File: config.mk
export PLATFORM = sky130hd
export DESIGN_NAME = delay_arb
export DESIGN_NICKNAME = d
export VERILOG_FILES = /design/src/rtl/delay_arb_pkg.sv /design/src/rtl/delay_arb_rr.sv /design/src/rtl/delay_arb.sv
export SDC_FILE = /design/constraint.sdc
export NUM_CORES = 1
export LEC_CHECK = 0
export ABC_AREA = 1
export CAP_MARGIN = 10
export CORE_MARGIN = 4
export CORE_UTILIZATION = 30
export DETAILED_ROUTE_END_ITERATION = 10
export PLACE_DENSITY = 0.59
export SETUP_SLACK_MARGIN = 0.2
export SLEW_MARGIN = 20
export SYNTH_ARGS = -nofsm -noshare
export SYNTH_HDL_FRONTEND = slang
export SYNTH_SLANG_ARGS = --single-unit
File: constraint.sdc
create_clock -name i_clk -period 4.35 [get_ports i_clk]
set_input_delay 0.435 -clock i_clk [delete_from_list [all_inputs] [get_ports i_clk]]
set_output_delay 0.435 -clock i_clk [all_outputs]
set_load 0.02 [all_outputs]
File: src/rtl/delay_arb_pkg.sv
// Shared types and constants for the delay_arb arbiter/delay line.
package delay_arb_pkg;

    typedef enum logic {
        RUN   = 1'b0,
        DRAIN = 1'b1
    } arb_state_e;

    localparam int CNT_W = 16;

endpackage

File: src/rtl/delay_arb_rr.sv
// Round-robin grant logic with last-granted pointer.
module delay_arb_rr #(
    parameter int NUM_REQ = 4
) (
    input  logic                       i_clk,
    input  logic                       i_rst_n,
    input  logic [NUM_REQ-1:0]         req,
    input  logic                       en,
    output logic [NUM_REQ-1:0]         gnt,
    output logic [$clog2(NUM_REQ)-1:0] gnt_id,
    output logic                       gnt_any
);

    localparam int IDW = $clog2(NUM_REQ);

    logic [IDW-1:0] last_q;
    logic [IDW-1:0] idx;

    // Search starts one past the last winner and wraps.
    always_comb begin
        gnt     = '0;
        gnt_id  = '0;
        gnt_any = 1'b0;
        idx     = '0;
        for (int off = 0; off < NUM_REQ; off++) begin
            idx = IDW'((int'(last_q) + 1 + off) % NUM_REQ);
            if (en && !gnt_any && req[idx]) begin
                gnt[idx] = 1'b1;
                gnt_id   = idx;
                gnt_any  = 1'b1;
            end
        end
    end

    always_ff @(posedge i_clk or negedge i_rst_n) begin
        if (!i_rst_n) begin
            last_q <= IDW'(NUM_REQ - 1);
        end else if (gnt_any) begin
            last_q <= gnt_id;
        end
    end

endmodule

File: src/rtl/delay_arb.sv
// Round-robin arbiter feeding a fixed-latency delay line with flush/drain.
// Optional per-requester grant counters under DELAY_ARB_STATS_EN.
module delay_arb
    import delay_arb_pkg::*;
#(
    parameter int NUM_REQ    = 4,
    parameter int DATA_WIDTH = 8,
    parameter int DELAY_TIME = 10
) (
    input  logic                            i_clk,
    input  logic                            i_rst_n,
    input  logic [NUM_REQ-1:0]              i_valid,
    input  logic [NUM_REQ*DATA_WIDTH-1:0]   i_data,
    output logic [NUM_REQ-1:0]              o_ready,
    input  logic                            i_flush,
    output logic                            o_valid,
    output logic [$clog2(NUM_REQ)-1:0]      o_id,
    output logic [DATA_WIDTH-1:0]           o_data,
    output logic [$clog2(DELAY_TIME+1)-1:0] o_inflight,
    output logic                            o_flush_done
`ifdef DELAY_ARB_STATS_EN
    ,
    output logic [NUM_REQ*CNT_W-1:0]        o_grant_cnt
`endif
);

    localparam int IDW  = $clog2(NUM_REQ);
    localparam int INFW = $clog2(DELAY_TIME + 1);

    arb_state_e state_q, state_d;

    logic                  rr_en;
    logic [NUM_REQ-1:0]    gnt;
    logic [IDW-1:0]        gnt_id;
    logic                  acc;
    logic [DATA_WIDTH-1:0] acc_data;
    logic                  exit_nxt;
    logic [INFW-1:0]       inflight_q;

    logic                  pv  [DELAY_TIME];
    logic [IDW-1:0]        pid [DELAY_TIME];
    logic [DATA_WIDTH-1:0] pd  [DELAY_TIME];

    assign rr_en = (state_q == RUN) && !i_flush;

    delay_arb_rr #(
        .NUM_REQ (NUM_REQ)
    ) u_rr (
        .i_clk   (i_clk),
        .i_rst_n (i_rst_n),
        .req     (i_valid),
        .en      (rr_en),
        .gnt     (gnt),
        .gnt_id  (gnt_id),
        .gnt_any (acc)
    );

    assign o_ready  = gnt;
    assign acc_data = i_data[gnt_id*DATA_WIDTH +: DATA_WIDTH];

    // Payload regs only load behind a valid beat, so the output holds.
    always_ff @(posedge i_clk or negedge i_rst_n) begin
        if (!i_rst_n) begin
            for (int i = 0; i < DELAY_TIME; i++) begin
                pv[i]  <= 1'b0;
                pid[i] <= '0;
                pd[i]  <= '0;
            end
        end else begin
            pv[0] <= acc;
            if (acc) begin
                pid[0] <= gnt_id;
                pd[0]  <= acc_data;
            end
            for (int i = 1; i < DELAY_TIME; i++) begin
                pv[i] <= pv[i-1];
                if (pv[i-1]) begin
                    pid[i] <= pid[i-1];
                    pd[i]  <= pd[i-1];
                end
            end
        end
    end

    assign o_valid = pv[DELAY_TIME-1];
    assign o_id    = pid[DELAY_TIME-1];
    assign o_data  = pd[DELAY_TIME-1];

    // A beat leaves the count as it moves into the output stage.
    generate
        if (DELAY_TIME == 1) begin : g_exit_d1
            assign exit_nxt = acc;
        end else begin : g_exit_dn
            assign exit_nxt = pv[DELAY_TIME-2];
        end
    endgenerate

    always_ff @(posedge i_clk or negedge i_rst_n) begin
        if (!i_rst_n) begin
            inflight_q <= '0;
        end else if (acc && !exit_nxt) begin
            inflight_q <= inflight_q + INFW'(1);
        end else if (!acc && exit_nxt) begin
            inflight_q <= inflight_q - INFW'(1);
        end
    end

    assign o_inflight = inflight_q;

    always_ff @(posedge i_clk or negedge i_rst_n) begin
        if (!i_rst_n) begin
            state_q <= RUN;
        end else begin
            state_q <= state_d;
        end
    end

    always_comb begin
        state_d      = state_q;
        o_flush_done = 1'b0;
        unique case (state_q)
            RUN: begin
                if (i_flush) begin
                    state_d = DRAIN;
                end
            end
            DRAIN: begin
                if (inflight_q == '0) begin
                    o_flush_done = 1'b1;
                    state_d      = RUN;
                end
            end
            default: state_d = RUN;
        endcase
    end

`ifdef DELAY_ARB_STATS_EN
    logic [CNT_W-1:0] cnt_q [NUM_REQ];

    for (genvar k = 0; k < NUM_REQ; k++) begin : g_cnt
        always_ff @(posedge i_clk or negedge i_rst_n) begin
            if (!i_rst_n) begin
                cnt_q[k] <= '0;
            end else if (gnt[k] && (cnt_q[k] != '1)) begin
                cnt_q[k] <= cnt_q[k] + CNT_W'(1);
            end
        end
        assign o_grant_cnt[k*CNT_W +: CNT_W] = cnt_q[k];
    end
`endif

endmodule
==> flow_metrics.env, run 1 <==
export IMPL_cts_tree="done"
export IMPL_cts_repair_resized=0
export IMPL_slew_headroom=0.511
export IMPL_viasPerCell=4.19
export IMPL_totalWireLength_mm=9.23
export IMPL_cts_buffers=17
export IMPL_grt_busiest_layer="met2"
export IMPL_globalplace_congestion=0.839
export IMPL_ant_nets=0
export IMPL_start_util=0.310
export IMPL_cts_root_buf="clkbuf_16"
export IMPL_worst_pin_slew_ns=0.733
export IMPL_path_cells="inv_2, ha_1, inv_1, nand3_2, nand3_2, nand2_1, clkinv_1, nand3_2, nand2_1, ha_1, inv_1, ha_1, a21o_1, a21oi_1, nor2_1, nor2_1, nand2_1, xor2_1"
export IMPL_htreeDepth=4
export IMPL_worstSetupStartpointType="flop"
export IMPL_period_needed_ns=3.59
export IMPL_rsz0062_at_grt="no"
export IMPL_clock_skew_ns=0.00693
export IMPL_insertion_delay_ns=0.41
export IMPL_ys_warn_count=0
export IMPL_status="complete, no violations"
export IMPL_design_portCount=59
export IMPL_grt_pass1_wl_mm=16.0
export IMPL_cp_slowest_cell="dfstp_2"
export IMPL_rows=47
export IMPL_holdBufCountCts=0
export IMPL_overflow=0
export IMPL_dp_hpwl_mm=6.35
export IMPL_crit_fanout=13
export IMPL_vias=3720
export IMPL_yosys_area_top_type="dfrtp_1"
export IMPL_synthTopCellsByArea="dfrtp_1 (55%), nand2_1 (10%), inv_1 (6.0%), nand3_1 (4.7%), o21ai_0 (4.6%)"
export IMPL_gr_usage_met1=0.123
export IMPL_seq_power_share=0.413
export IMPL_first_iter_violations=171
export IMPL_finalSetupViolCount=0
export IMPL_slew_violations=0
export IMPL_syn_area_um2=5220
export IMPL_drc=0
export IMPL_antenna_found_initial=0
export IMPL_switching_share=0.362
export IMPL_num_nets_final=701
export IMPL_power_density_nw_per_um2=716
export IMPL_cts_sinks=117
export IMPL_whs_ns=0.0720
export IMPL_diodes=0
export IMPL_grtUsageMet3=0.0367
export IMPL_clk_pin_slew_ns=0.06
export IMPL_synth_top_area_share=0.552
export IMPL_internal_power_mw=2.96
export IMPL_dr_pass1_iters=4
export IMPL_cts_buffer_depth=2
export IMPL_p_sw_mw=1.68
export IMPL_grt_usage=0.0999
export IMPL_fin_setup_tns_ns=0
export IMPL_p_leak_nw=3.07
export IMPL_post_cts_setup_buffers=0
export IMPL_hold_viol_final=0
export IMPL_hold_path_class="input port to async pin"
export IMPL_core_area_um2=16800
export IMPL_period_share=0.825
export IMPL_die_h_um=140
export IMPL_clkPwrFrac=0.271
export IMPL_end_kind="flop"
export IMPL_synth_cells=606
export IMPL_drive_above_1_share=0.0900
export IMPL_rrSetupSlack_ns=0.76
export IMPL_use_met2=0.154
export IMPL_max_freq_ghz=0.279
export IMPL_grt_pass1_vias=3587
export IMPL_worstPathRequired_ns=4.65
export IMPL_ys_ff_latch=117
export IMPL_r2r_cells=18
export IMPL_wire_per_inst_um=10.4
export IMPL_crit_path_max_incr_delay_ns=0.62
export IMPL_power_mw=4.64
export IMPL_io_buffers=58
export IMPL_synth_seq_area_share=0.562
export IMPL_maxCapViolCount=0
export IMPL_final_cells=887
export IMPL_areaGrowthSynthToFinish_pct=24.1
export IMPL_die_area_um2=19600
export IMPL_syn_nets=653
export IMPL_irDropWorstVdd_v=0.000305
export IMPL_ys_types=30
export IMPL_combPwrFrac=0.316
export IMPL_placed_cells=855
export IMPL_final_cell_mix="nand2_1 (140), dfrtp_1 (115), inv_1 (84)"
export IMPL_final_common_cell="nand2_1"
export IMPL_setup_worst_path_class="flop to flop"
export IMPL_grt_max_degree=61
export IMPL_arrival_ns=3.89
export IMPL_avgSynthCellArea_um2=8.61
export IMPL_die_width_um=140
[synth_stat cells]
master	n
nand2_1	140
dfrtp_1	115
inv_1	84
nand3_1	49
nor2_1	49
o21ai_0	48
a21oi_1	44
clkbuf_1	18
buf_4	10
ha_1	7
nand2_2	7
nand3_2	5
o22ai_1	4
inv_2	3
buf_2	2
clkinv_1	2
dfstp_2	2
mux2_2	2
nand2_4	2
nor2_4	2
xnor2_1	2
a21o_1	1
buf_6	1
fa_1	1
nand3_4	1
nand3b_1	1
nand4_1	1
nor2_2	1
nor4_1	1
xor2_1	1
[per-stage QoR]
| step | util | area [um^2] | setup slack [ns] |
|---|---|---|---|
| detailed placement | 0.352 | 5920 | 0.756 |
| global placement | 0.352 | 5920 | 0.872 |
| floorplan | - | 5220 | 1.18 |
| CTS | 0.385 | 6470 | 0.750 |
| global route | 0.385 | 6470 | 0.481 |
| finish | 0.385 | 6470 | 0.760 |
[power groups by stage]
stage          Clock [mW]  Sequential [mW]  Combinational [mW]
2_1_floorplan           0             1.83                1.21
3_3_place_gp            0             1.92                1.45
3_5_place_dp            0             1.94                1.47
4_1_cts              1.30             1.92                1.49
5_1_grt              1.35             1.99                1.68
6_report             1.26             1.91                1.47
[critical path, delay by kind of cell (launching register included)]
family	cells	cell delay, ns
xor+xnor	1	0.13
buf+inv	4	0.42
simple gates	8	1.06
fa+ha+maj	3	0.93
compound gates	2	0.32
flops	1	0.62
[final cells by class]
| type | instances | area (um^2) |
|---|---|---|
| Tap cell | 220 | 275 |
| Clock buffer | 19 | 453 |
| Fill cell | 1744 | 10300 |
| Multi-Input combinational cell | 369 | 1790 |
| Timing Repair Buffer | 60 | 593 |
| Sequential cell | 117 | 2930 |
| Clock inverter | 13 | 101 |
| Inverter | 89 | 334 |
[metal layers]
| layer | routed length [um] | vias up | part of all wire |
|---|---|---|---|
| met5 | 0 | - | 0 |
| li1 | - | 1996 | - |
| met2 | 4060 | 85 | 0.44 |
| met1 | 4400 | 1616 | 0.48 |
| met4 | 228 | 0 | 0.025 |
| met3 | 538 | 23 | 0.058 |
[flip-flops by register name, indices dropped and copies added, names as in the netlist, 2 cells and up]
name / cells
u_rr.last_q: 2
o_inflight: 4
pv: 8
o_data: 8
pid: 18
o_id: 2
pd: 72
[path summary, 6_finish.rpt]
| check | start | to |
|---|---|---|
| max in group asynchronous | i_rst_n | u_rr.last_q[1] |
| worst min register to register | o_data[4] | o_data[4] |
| min in group i_clk | o_data[4] | o_data[4] |
| worst max register to register | u_rr.last_q[0] | o_inflight[3] |
| worst max-delay path | u_rr.last_q[0] | o_inflight[3] |
| worst min-delay path | i_rst_n | o_data[3] |
[logic make-up (layout without fill, tap and decap cells)]
family / after synthesis / in the layout / synth area share
fa+ha+maj: 8 / 8 / 0.0206
mux: 2 / 2 / 0.00432
compound gates: 97 / 97 / 0.0945
flops: 117 / 117 / 0.562
xor+xnor: 3 / 3 / 0.00504
simple gates: 259 / 259 / 0.218
buf+inv: 120 / 181 / 0.0955
(Power assumes the default switching activity.)
==> run 2, diff against run 1 <==
==> constraint.sdc (replaced) <==
create_clock -name i_clk -period 3.4 [get_ports i_clk]
set_input_delay 0.34 -clock i_clk [delete_from_list [all_inputs] [get_ports i_clk]]
set_output_delay 0.34 -clock i_clk [all_outputs]
set_load 0.02 [all_outputs]
==> run 2 against run 1 <==
Largest cell class unchanged. Flip-flop and latch count stayed put. Power up 37%. Utilization rose by 0.93 points. First-iteration DRC count increased by 43%.
==> flow_metrics.env, run 2 (synthesis gave the netlist of run 1 again) <==
export IMPL_grt_usage=0.107
export IMPL_overflow=0
export IMPL_setup_ws_ns=0.393
export IMPL_areaGrowthSynthToFinish_pct=27.1
export IMPL_arrival_ns=3.30
export IMPL_power_density_nw_per_um2=956
export IMPL_seq_power_share=0.388
export IMPL_p_sw_mw=2.17
export IMPL_end_kind="flop"
export IMPL_whs_ns=0.0197
export IMPL_status="complete, no violations"
export IMPL_top_regs="pd (72), pid (18)"
export IMPL_die_h_um=140
export IMPL_worstPathRequired_ns=3.69
export IMPL_worstSetupStartpointType="flop"
export IMPL_regToRegStartpoint="u_rr.last_q[0]"
export IMPL_first_iter_violations=245
export IMPL_max_freq_ghz=0.333
export IMPL_die_area_um2=19600
export IMPL_slew_headroom=0.481
export IMPL_crit_fanout=8
export IMPL_drive_above_1_share=0.101
export IMPL_dr_pass1_iters=8
export IMPL_cts_sinks=117
export IMPL_wire_per_inst_um=10.9
export IMPL_maxCapViolCount=0
export IMPL_irDropWorstVdd_v=0.000416
export IMPL_worst_pin_slew_ns=0.779
export IMPL_clkPwrFrac=0.299
export IMPL_cts_buffers=17
export IMPL_period_needed_ns=3.01
export IMPL_insertion_delay_ns=0.41
export IMPL_num_nets_final=705
export IMPL_clock_skew_ns=0.00783
export IMPL_final_cell_mix="nand2_1 (139), dfrtp_1 (115), inv_1 (83)"
export IMPL_internal_power_mw=4.16
export IMPL_die_width_um=140
export IMPL_crit_path_max_incr_delay_ns=0.61
export IMPL_dp_hpwl_mm=6.60
export IMPL_place_ws_ns=0.148
export IMPL_grt_pass1_vias=3824
export IMPL_rrSetupSlack_ns=0.39
export IMPL_totalWireLength_mm=9.70
export IMPL_cp_slowest_cell="dfstp_2"
export IMPL_switching_share=0.343
export IMPL_cts_tree="done"
export IMPL_design_portCount=59
export IMPL_final_common_cell="nand2_1"
export IMPL_drc=0
export IMPL_diodes=0
export IMPL_final_cells=891
export IMPL_vias=3846
export IMPL_hold_viol_final=0
export IMPL_io_buffers=58
export IMPL_largest_reg_flops=72
export IMPL_hold_path_class="input port to async pin"
export IMPL_regMostFlops="pd"
export IMPL_cts_buffer_depth=2
export IMPL_htreeDepth=4
export IMPL_setup_worst_path_class="flop to flop"
export IMPL_antenna_found_initial=0
export IMPL_rows=47
export IMPL_period_share=0.885
export IMPL_start_util=0.310
export IMPL_combPwrFrac=0.313
export IMPL_globalplace_congestion=0.826
export IMPL_grt_max_degree=65
export IMPL_p_leak_nw=3.17
export IMPL_placed_cells=856
export IMPL_grt_pass1_wl_mm=17.3
export IMPL_slew_violations=0
export IMPL_viasPerCell=4.32
export IMPL_path_cells="inv_4, ha_4, inv_1, nand3_2, nand3_4, nand2_2, clkinv_1, nand3_4, nand2_1, ha_2, inv_2, ha_1, a21o_1, a21oi_2, nor2_1, nor2_1, nand2_1, xor2_1"
export IMPL_cts_root_buf="clkbuf_16"
export IMPL_holdBufCountCts=0
export IMPL_rr_endpoint="o_inflight[3]"
export IMPL_clk_pin_slew_ns=0.05
export IMPL_ant_nets=0
export IMPL_finalSetupViolCount=0
export IMPL_r2r_cells=18
export IMPL_core_area_um2=16800
export IMPL_fin_setup_tns_ns=0
export IMPL_rsz0062_at_grt="no"
## run 2: through the flow
stage          instance area (um^2)  power [mW]   util
6_report                       6630        6.34  0.394
3_5_place_dp                   5930        4.39  0.352
5_1_grt                        6630        6.85  0.394
4_1_cts                        6570        6.35  0.391
3_3_place_gp                   5930        4.33  0.352
2_1_floorplan                  5220        3.88      -
## run 2: worst max-delay path, delay by kind of cell (launching register included)
family	cells	cell delay (ns)
flip-flops	1	0.61
buffers and inverters	4	0.34
AO/OA/AOI/OAI	2	0.31
AND/OR/NAND/NOR	8	0.75
adder cells (fa/ha/maj)	3	0.74
XOR/XNOR	1	0.13
## run 2: worst max-delay path by stage
stage,cells past startpoint,start,endpoint,slack [ns]
final,18,u_rr.last_q[0],o_inflight[3],0.39
after global routing,18,u_rr.last_q[0],o_inflight[3],0.20
after CTS,18,u_rr.last_q[0],o_inflight[3],0.22
after detailed placement,17,u_rr.last_q[0],o_inflight[3],0.15
after global placement,17,u_rr.last_q[0],o_inflight[3],0.24
after floorplan,19,u_rr.last_q[0],o_inflight[3],0.23
## run 2: per-layer routing
| layer | wire length, um | global-route usage |
|---|---|---|
| met3 | 661 | 0.0443 |
| met1 | 4560 | 0.132 |
| met5 | 0 | 0 |
| met2 | 4320 | 0.165 |
| met4 | 161 | 0.0449 |
## run 2: layout make-up
type | count | area, um^2
Clock buffer | 24 | 492
Clock inverter | 8 | 145
Fill cell | 1700 | 10200
Inverter | 89 | 337
Multi-Input combinational cell | 369 | 1830
Sequential cell | 117 | 2930
Tap cell | 220 | 275
Timing Repair Buffer | 64 | 618
## run 2: timing repair
action	in CTS	in global routing
setup buffers	0	3
resized for setup	6	9
endpoints found under the setup margin	5	5
pin swaps	0	1
## run 2: power groups by stage
stage | Clock, mW | Combinational, mW | Sequential, mW
5_1_grt | 2.00 | 2.28 | 2.57
3_3_place_gp | 0 | 1.86 | 2.46
2_1_floorplan | 0 | 1.55 | 2.34
4_1_cts | 1.94 | 1.93 | 2.47
3_5_place_dp | 0 | 1.90 | 2.49
6_report | 1.89 | 1.98 | 2.46
==> run 3, diff against run 2 <==
--- a/config.mk
+++ b/config.mk
@@ -5,12 +5,13 @@
 export SDC_FILE = /design/constraint.sdc
 export NUM_CORES = 1
 export LEC_CHECK = 0
-export ABC_AREA = 1
 export CAP_MARGIN = 10
+export CELL_PAD_IN_SITES_DETAIL_PLACEMENT = 0
+export CELL_PAD_IN_SITES_GLOBAL_PLACEMENT = 1
 export CORE_MARGIN = 4
 export CORE_UTILIZATION = 30
 export DETAILED_ROUTE_END_ITERATION = 10
-export PLACE_DENSITY = 0.59
+export PLACE_DENSITY = 0.67
 export SETUP_SLACK_MARGIN = 0.2
 export SLEW_MARGIN = 20
 export SYNTH_ARGS = -nofsm -noshare
==> run 3 against run 2 <==
Clock skew grew 0.0047 ns. Synthesized cell count shrank 43%. Final area shrank 2.8%. Utilization grew 0.71 points. Area after synthesis shrank 4.7%. Clock power shrank 2%. Via count shrank 25%. Global-route usage shrank 0.95 points. Critical path depth shrank 3. Worst setup slack lost 0.17 ns. Critical endpoint unchanged.
==> flow_metrics.env, run 3 <==
export IMPL_worst_pin_slew_ns=0.885
export IMPL_grt_usage=0.0974
export IMPL_whs_ns=0.0563
export IMPL_maxCapViolCount=0
export IMPL_antenna_found_initial=0
export IMPL_synth_enable_flop_cells=0
export IMPL_ys_types=36
export IMPL_rsz0062_at_grt="yes"
export IMPL_diodes=0
export IMPL_final_common_cell="dfrtp_1"
export IMPL_regMostFlops="pd"
export IMPL_design_portCount=59
export IMPL_arrival_ns=3.46
export IMPL_core_area_um2=16100
export IMPL_max_freq_ghz=0.314
export IMPL_finalSetupViolCount=0
export IMPL_clock_skew_ns=0.0125
export IMPL_avgSynthCellArea_um2=14.3
export IMPL_yosysMostFrequentCell="dfrtp_1"
export IMPL_insertion_delay_ns=0.40
export IMPL_synthFlopType="dfrtp_1"
export IMPL_period_share=0.936
export IMPL_fin_setup_tns_ns=0
export IMPL_setup_worst_path_class="flop to flop"
export IMPL_cts_tree="done"
export IMPL_netlist_top_cells_count="dfrtp_1 (115), mux2_2 (92), mux2i_1 (23)"
export IMPL_synth_seq_area_share=0.589
export IMPL_path_cells="inv_6, ha_4, mux2_4, a22o_4, a211o_1, a21oi_2, inv_2, ha_4, inv_4, ha_4, a21o_1, a21oi_2, xnor2_1, nor2_1, xor2_1"
export IMPL_first_iter_violations=129
export IMPL_crit_family="compound AO/OA/AOI/OAI gates"
export IMPL_hold_viol_final=0
export IMPL_final_fill_count=1468
export IMPL_cts_buffer_depth=2
export IMPL_ant_nets=0
export IMPL_synth_cells=348
export IMPL_dp_hpwl_mm=5.75
export IMPL_die_width_um=137
export IMPL_rows=46
export IMPL_cts_buffers=17
export IMPL_overflow=0
export IMPL_period_needed_ns=3.18
export IMPL_syn_area_um2=4970
export IMPL_cp_slowest_cell="dfstp_2"
export IMPL_async_flop_share=1.00
export IMPL_yosys_area_top_type="dfrtp_1"
export IMPL_cts_sinks=117
export IMPL_top_regs="pd (72), pid (18)"
export IMPL_worstSetupStartpointType="flop"
export IMPL_dr_pass1_iters=7
export IMPL_slew_violations=0
export IMPL_htreeDepth=4
export IMPL_worstPathRequired_ns=3.68
export IMPL_slew_headroom=0.410
export IMPL_start_util=0.310
export IMPL_viasPerCell=4.48
export IMPL_ys_warn_count=0
export IMPL_irDropWorstVdd_v=0.000416
export IMPL_crit_fanout=5
export IMPL_utilization=0.401
export IMPL_synth_top_area_share=0.579
export IMPL_clk_pin_slew_ns=0.05
export IMPL_p_leak_nw=2.87
export IMPL_drc=0
export IMPL_drive_above_1_share=0.376
export IMPL_syn_nets=395
export IMPL_ys_ff_latch=117
export IMPL_grt_pass1_wl_mm=14.6
export IMPL_multi_input_area_um2=1900
export IMPL_die_area_um2=18700
export IMPL_num_nets_final=461
export IMPL_wire_per_inst_um=13.1
export IMPL_crit_path_max_incr_delay_ns=0.57
export IMPL_cpMostUsedCell="ha_4"
export IMPL_io_buffers=58
export IMPL_hold_path_class="input port to async pin"
export IMPL_regArea_um2=2930
export IMPL_final_cell_mix="dfrtp_1 (115), mux2_2 (91), clkdlybuf4s50_1 (53)"
export IMPL_synthTopCellsByArea="dfrtp_1 (58%), mux2_2 (21%), mux2i_1 (4.6%), ha_1 (1.8%), nand2_1 (1.7%)"
export IMPL_vias=2875
export IMPL_die_h_um=137
export IMPL_globalplace_congestion=0.822
export IMPL_largest_reg_flops=72
export IMPL_power_density_nw_per_um2=965
export IMPL_areaGrowthSynthToFinish_pct=29.6
export IMPL_grt_max_degree=69
export IMPL_grt_pass1_vias=3007
export IMPL_totalWireLength_mm=8.39
export IMPL_cts_root_buf="clkbuf_16"
export IMPL_end_kind="flop"
export IMPL_status="complete, no violations"
export IMPL_worstPathBufferInverterCount=3
## run 3: final timing paths
kind                           startpoint            end  slack, ns  cells after the start
max                        u_rr.last_q[0]  o_inflight[3]       0.22                     15
min                               i_rst_n        o_id[1]       0.06                      1
max reg2reg                u_rr.last_q[0]  o_inflight[3]       0.22                     15
min reg2reg                       pid[18]        pid[18]       0.47                      2
max in group asynchronous         i_rst_n         pd[30]       2.58                      2
min in group i_clk                pid[18]        pid[18]       0.47                      2
## run 3: metrics by stage
stage               cell area [um^2]  worst slack, ns  instances  power [mW]
finish                          6440            0.218        642        6.22
floorplan                       5030            0.152        348        3.85
global route                    6440            0.114        642        6.64
global placement                5760            0.219        602        4.24
detailed placement              5760            0.160        602        4.33
CTS                             6410            0.203        636        6.26
## run 3: logic make-up after synthesis
family,share of synthesized area
flops,0.589
buf+inv,0.0405
xor+xnor,0.00705
mux,0.258
fa+ha+maj,0.0216
compound gates,0.0446
simple gates,0.0390
## run 3: repair_timing
item                                   in CTS  in global routing
endpoints found under the hold margin       0                  0
setup endpoints to repair                   5                  5
buffers inserted                            3                  6
hold buffers                                0                  0
pin swaps                                   1                  1
resized for setup                           9                  6
## run 3: cell type report
type / count / share of cell area
inverters: 7 / 0.00524
clock inverters: 10 / 0.0237
multi-input cells: 198 / 0.295
well taps: 216 / 0.0419
repair buffers: 73 / 0.106
flip-flops and latches: 117 / 0.455
clock buffers: 21 / 0.0730
## run 3: metal layers
layer  up-vias  wire length, um  track usage
li1       1374                -            -
met1      1409             4000        0.126
met2        82             3900        0.149
met3        10              358       0.0239
met4         0              123       0.0560
met5         -                0            0
## run 3: worst reg2reg max path: cells and delay by family, from the launching register on
kind,cells,cell delay [ns]
mux,1,0.33
simple gates,1,0.06
compound gates,5,1.00
fa+ha+maj,3,0.65
flops,1,0.57
xor+xnor,2,0.26
buf+inv,3,0.19
## run 3: power by group
group	internal [mW]	switching [mW]	total [mW]
Combinational	1.16	0.778	1.94
Clock	1.27	0.577	1.85
Sequential	2.01	0.422	2.43
